<file path="src/rtl/adder_pkg.sv">
// Shared defaults for the pipelined parallel-prefix adder stages
// (pre-processing, prefix and sum stages all import these).
package adder_pkg;
  localparam int ADDER_N          = 7;
  localparam int ADDER_PREFIX_LAT = 2;
  localparam int ADDER_CNT_W      = 16;
endpackage

</file>
<file path="src/rtl/adder_delay_line.sv">
// Generic async-reset shift register: DEPTH stages of WIDTH bits, shifting
// every cycle with no stall; o_data is the oldest stage.
module adder_delay_line #(
  parameter int WIDTH = 9,
  parameter int DEPTH = 2
) (
  input  logic             clk,
  input  logic             reset,
  input  logic [WIDTH-1:0] i_data,
  output logic [WIDTH-1:0] o_data
);

  logic [WIDTH-1:0] r_stage [DEPTH];

  // Shift register; reset clears every stage so nothing in flight survives
  always_ff @(posedge clk or posedge reset) begin
    if (reset) begin
      for (int i = 0; i < DEPTH; i++) begin
        r_stage[i] <= '0;
      end
    end else begin
      r_stage[0] <= i_data;
      for (int i = 1; i < DEPTH; i++) begin
        r_stage[i] <= r_stage[i-1];
      end
    end
  end

  assign o_data = r_stage[DEPTH-1];

endmodule

</file>
<file path="src/rtl/adder_sum_stage.sv">
// Sum stage of the pipelined prefix adder: aligns half-sums/carry-in with the
// prefix result, forms carries and registers sum/cout/valid. Option: ADDER_SUM_OVF_EN.
module adder_sum_stage
  import adder_pkg::*;
#(
  parameter int N          = ADDER_N,
  parameter int PREFIX_LAT = ADDER_PREFIX_LAT,
  parameter int CNT_W      = ADDER_CNT_W
) (
  input  logic             clk,
  input  logic             reset,
  input  logic             in_valid,
  input  logic [N-1:0]     p_in,
  input  logic             cin,
  input  logic [N-1:0]     g_grp,
  input  logic [N-1:0]     p_grp,
  output logic [N-1:0]     sum,
  output logic             cout,
  output logic             out_ovf,
  output logic             out_valid,
  output logic [CNT_W-1:0] res_cnt
);

  logic [N+1:0]     w_tail;
  logic             w_tail_valid;
  logic [N-1:0]     w_tail_p;
  logic             w_tail_cin;
  logic [N:0]       w_carry;
  logic [N-1:0]     w_sum_d;

  logic [N-1:0]     r_sum;
  logic             r_cout;
  logic             r_valid;
  logic [CNT_W-1:0] r_cnt;

  adder_delay_line #(
    .WIDTH (N + 2),
    .DEPTH (PREFIX_LAT)
  ) u_delay (
    .clk    (clk),
    .reset  (reset),
    .i_data ({in_valid, p_in, cin}),
    .o_data (w_tail)
  );

  assign {w_tail_valid, w_tail_p, w_tail_cin} = w_tail;

  // Group terms are the cin=0 view, so cin is folded in through P here.
  assign w_carry = {g_grp | (p_grp & {N{w_tail_cin}}), w_tail_cin};
  assign w_sum_d = w_tail_p ^ w_carry[N-1:0];

  // Output register: load on a valid tail, otherwise hold data and drop valid
  always_ff @(posedge clk or posedge reset) begin
    if (reset) begin
      r_sum   <= '0;
      r_cout  <= 1'b0;
      r_valid <= 1'b0;
      r_cnt   <= '0;
    end else if (w_tail_valid) begin
      r_sum   <= w_sum_d;
      r_cout  <= w_carry[N];
      r_valid <= 1'b1;
      r_cnt   <= r_cnt + CNT_W'(1);
    end else begin
      r_valid <= 1'b0;
    end
  end

`ifdef ADDER_SUM_OVF_EN
  logic r_ovf;

  // Signed overflow: carry into and out of the sign bit disagree
  always_ff @(posedge clk or posedge reset) begin
    if (reset) begin
      r_ovf <= 1'b0;
    end else if (w_tail_valid) begin
      r_ovf <= w_carry[N] ^ w_carry[N-1];
    end else begin
      r_ovf <= r_ovf;
    end
  end

  assign out_ovf = r_ovf;
`else
  assign out_ovf = 1'b0;
`endif

  assign sum       = r_sum;
  assign cout      = r_cout;
  assign out_valid = r_valid;
  assign res_cnt   = r_cnt;

endmodule

</file>
<file path="config.mk">
export PLATFORM = sky130hd
export DESIGN_NAME = adder_sum_stage
export DESIGN_NICKNAME = d
export VERILOG_FILES = /design/src/rtl/adder_pkg.sv /design/src/rtl/adder_delay_line.sv /design/src/rtl/adder_sum_stage.sv
export SDC_FILE = /design/constraint.sdc
export NUM_CORES = 1
export LEC_CHECK = 0
export ABC_AREA = 0
export BUFFER_PORTS_ARGS = -buffer_cell sky130_fd_sc_hd__buf_4
export CORE_UTILIZATION = 39
export DETAILED_ROUTE_END_ITERATION = 6
export PLACE_DENSITY = 0.7
export SYNTH_ARGS = -nofsm -noshare
export SYNTH_HDL_FRONTEND = slang
export SYNTH_SLANG_ARGS = --single-unit
</file>
<file path="constraint.sdc">
create_clock -name clk -period 2.7 [get_ports clk]
set_clock_uncertainty 0.15 [all_clocks]
set_input_delay 0.405 -clock clk [delete_from_list [all_inputs] [get_ports clk]]
set_output_delay 0.405 -clock clk [all_outputs]
set_load 0.05 [all_outputs]
</file>
## Word level (Yosys, flattened, before mapping)

Cells that the tools add are included.
W data, S select, Z words.

- Add/subtract/negate cells: 1
- Muxes and demuxes: 1
- Bitwise gates (word level): 3

Operators by type and width:

| operator | number |
|---|---|
| $add A16 B1 Y16 const B | 1 |
| $and A7 B7 Y7 | 1 |
| $or A7 B7 Y7 | 1 |
| $xor A7 B7 Y7 | 1 |
| $mux W1 | 1 |

- Register bits after elaboration: 43
- Bits of input ports: 25
- Output and inout port bits: 26
- Logic and storage cells: 11

## Logic depth before layout (Yosys ltp)

- Word-level depth: 3
- Gate-level depth with buffers: 6
- Depth with buffers taken out: 4

## Hierarchy

A second synthesis with hierarchy kept.

- Cell total of the unflattened synthesis: 126
- Area total of the unflattened synthesis: 1702.9 um2

Modules (own cells, without submodules):

| module | instances | cells an instance | area an instance (um2) | seq. area each (um2) |
|---|---|---|---|---|
| adder_sum_stage | 1 | 98 | 1181.1 | 625.6 |
| adder_delay_line | 1 | 28 | 521.8 | 450.4 |

## Worst setup path before layout

Ideal clock, no wire load.

- Kind: reg2reg
- Start point: register r_cnt[2] (netlist: res_cnt[2])
- End point: register r_cnt[7] (netlist: res_cnt[7])
- Library setup time: 0.144 ns
- Arrival: 1.486 ns
- Required time: 2.406 ns
- Slack: 0.921 ns
- Stages on the path, launching flop included: 6
- Buffers on the path: 1
- Clock period less this slack: 1.779 ns
- Cell sequence: dfrtp_1 -> and3_1 -> and4_1 -> buf_4 -> and3_1 -> xor2_1

- Word-level cells in the longest chain between the ends: 1

Ends and longest elaborated chain:

| element | line | text |
|---|---|---|
| start: declaration | adder_sum_stage.sv:34 | `logic [CNT_W-1:0] r_cnt;` |
| start signal: assignment | adder_sum_stage.sv:63 | `r_cnt <= r_cnt + CNT_W'(1);` |
| $add A16 B1 Y16 | adder_sum_stage.sv:63 |  |

No other way between the ends.
A chain may end at the register's enable or synchronous reset.

## Worst setup path after layout

- Start point: register r_cnt[2] (netlist: res_cnt[2])
- End point: register r_cnt[11] (netlist: res_cnt[11])

Same word-level chain as after synthesis.

==> summary.md <==
| Metric | Value |
|---|---|
| Status | `complete, no violations` |
| First-pass iteration count of the detailed router | `4` |
| Total negative setup slack | `0 ps` |
| Static leakage | `1.013 nW` |
| Worst min path class | `in2async` |
| Relative slew slack | `0.4517` |
| Count leader, synth | `dfrtp_1` |
| Pint | `about 1.1 mW` |
| Gate Count Post-Synth | `110` |
| Nets@finish | `between 150 and 200` |
| Distinct cell type count after synthesis | `18` |
| Switching Share | `0.3591` |
| Startpoint Class | `flop` |
| Routed len/inst | `around 13 um` |
| Register area share after synthesis | `0.6875` |
| Starting DRC count in detailed routing | `16` |
| Setup violations, final | `0` |
| Post-synth top area share | `0.6875` |
| Final hold slack | `a little over 20 ps` |
| Synthesis-stage register bit count | `43` |
| Net switching power | `~0.62 mW` |
| Antenna Violating Nets Remaining | `0` |
| Total gr overflow | `0` |
| H-tree level count | `2` |
| Final Hold Vio Count | `0` |
| Most common flop cell mapped by yosys | `dfrtp_1` |
| Combinational power share | `0.299` |
| First-pass GRT wire length | `between 4 and 5 mm` |
| Top post-synthesis cells by count | `dfrtp_1, xnor2_1, a21oi_1, and3_1, mux2_2` |
| Gpl congestion | `around 0.77` |
| Syn Area/Cell | `14.23 sq um` |
| Rows | `22` |
| Via Count | `between 900 and 1,000` |
| DIE WIDTH | `approximately 65 um` |
| I/O pin cnt | `between 50 and 60` |
| Clk pin slew, worst setup/hold paths | `~80 ps` |
| Peak supply drop | `0.4418 mV` |
| CP Data Required Time | `2760 ps` |
| Worst-Margin Slew | `about 800 ps` |
| Area leader, netlist | `dfrtp_1` |
| Minimum clock period after layout | `approximately 1600 ps` |
| Part of the cycle the worst path needs | `0.5779` |
| CP arrival | `1620 ps` |
| CTS tree | `built` |
| Critical path class | `reg2reg` |
| Remaining DRCs | `0` |
| Hold-fix buffers at CTS | `0` |
| Sequential Power Share | `0.467` |
| Via density | `~4.6` |
| Post-CTS Resized | `0` |
| HPWL after DPL | `~2.1 mm` |
| Num CTS Buffers | `5` |
| GRT Total Usage | `0.1511` |
| Antenna cells | `0` |
| Clk_lat worst skew | `approximately 290 ps` |
| Clock Sinks | `43` |
| Final WL | `2.810 mm` |
| Worst-path maximum fanout | `6` |
| Unrepaired setup endpoints after global routing | `no` |
| Peak Freq | `640.9 MHz` |
| Crit. End Element | `flop` |
| Starting Density | `0.4181` |
| Die span in y | `65.35 um` |
| Die area | `~4300 sq um` |
| Maxcap violations | `0` |
| Clock Root Buffer | `clkbuf_8` |
| Clock power frac | `0.235` |
| Longest Clk Path Bufs | `2` |
| P per Cell Area | `between 800 and 900 nW/um^2` |
| Async SR Flop Fraction | `1.000` |
| Core Region | `3744 sq um` |
| Count of pins over their slew limit | `0` |
| EDFF count, synth | `0` |
| Number of port buffers | `slightly below 50` |
| Main area contributors after synthesis | `dfrtp_1, xnor2_1, mux2_2` |
| Largest net degree at the start of global routing | `25` |
| Post-synth net total | `around 140` |
| Vias in the first global route | `just over 1,000` |
| P&R area growth vs syn | `31.65%` |
| Initial antenna violation count | `0` |
| Post-CTS setup buffers | `0` |
| Share of layout cells above drive strength 1 | `0.3988` |
| Mapped cell area | `approximately 1600 sq um` |
| YS warnings | `0` |
cell type report:
class | count | area [sq um]
multi-input cells | 61 | 450.4
clock buffers | 6 | 82.58
clock inverters | 1 | 5.005
flip-flops and latches | 43 | 1076
fillers | 338 | 1683
inverters | 1 | 3.754
well taps | 48 | 60.06
repair buffers | 51 | 382.9
cells in the final DEF, fill, tap and decap left out, types with 2 or more instances in the layout:
master / n
nand4_1: 4
xor2_1: 5
and4_1: 2
xnor2_1: 17
nand2_1: 5
and3_1: 7
clkbuf_8: 6
nor2_1: 2
a21oi_1: 9
dfrtp_1: 43
buf_4: 51
mux2_2: 7
per-layer routing:
layer  global-route usage  part of all wire  vias up
li1                     -                 -      470
met3              0.06076             0.066        5
met2               0.2436              0.49       27
met1               0.1807              0.43      467
met5                    0                 0        -
met4              0.05707             0.014        0
through the flow:
stage               total power [mW]  utilization  worst slack (ps)  instances  instance area (sq um)
finish                         1.722       0.5505              1140        211                   2061
global route                   1.809       0.5505              1016        211                   2061
CTS                            1.742       0.5505              1138        211                   2061
detailed placement             1.333       0.5271              1162        204                   1973
global placement               1.316       0.5271              1229        204                   1973
floorplan                      1.153            -             920.6        110                   1565
power groups by stage:
stage,Combinational [mW],Clock [mW],Sequential (mW)
after floorplan,0.120,0,1.03
after CTS,0.518,0.419,0.805
final,0.514,0.404,0.804
after global placement,0.509,0,0.807
after global routing,0.543,0.450,0.816
after detailed placement,0.516,0,0.817
critical path, cell delays in order, from the launching register on:
cell	delay [ps]
dfrtp_1	420
and3_1	210
and4_1	340
and3_1	210
xor2_1	160
sequential cells by signal, summed over array words and instances, names as in the netlist:
signal           flops
out_valid            1
cout                 1
u_delay.o_data       9
u_delay.r_stage      9
sum                  7
res_cnt             16
final timing paths:
check | to | cells past startpoint | slack, ps | startpoint
max | res_cnt[11]$_DFFE_PP0P_ | 4 | 1140 | res_cnt[2]$_DFFE_PP0P_
min | res_cnt[7]$_DFFE_PP0P_ | 2 | 20 | reset
max reg2reg | res_cnt[11]$_DFFE_PP0P_ | 4 | 1140 | res_cnt[2]$_DFFE_PP0P_
min reg2reg | u_delay.o_data[3]$_DFF_PP0_ | 0 | 200 | u_delay.r_stage[12]$_DFF_PP0_
max in group asynchronous | u_delay.r_stage[16]$_DFF_PP0_ | 3 | 1690 | reset
min in group clk | u_delay.r_stage[10]$_DFF_PP0_ | 1 | 70 | p_in[0]
kinds of logic after synthesis:
family / Yosys count / synth area share
other cells: 1 / 0.002396
compound gates: 9 / 0.02877
buf+inv: 6 / 0.02477
fa+ha+maj: 1 / 0.007992
flops: 43 / 0.6874
xor+xnor: 22 / 0.1231
mux: 7 / 0.05036
simple gates: 21 / 0.07514
No activity file was read; power rests on OpenSTA's default activity.
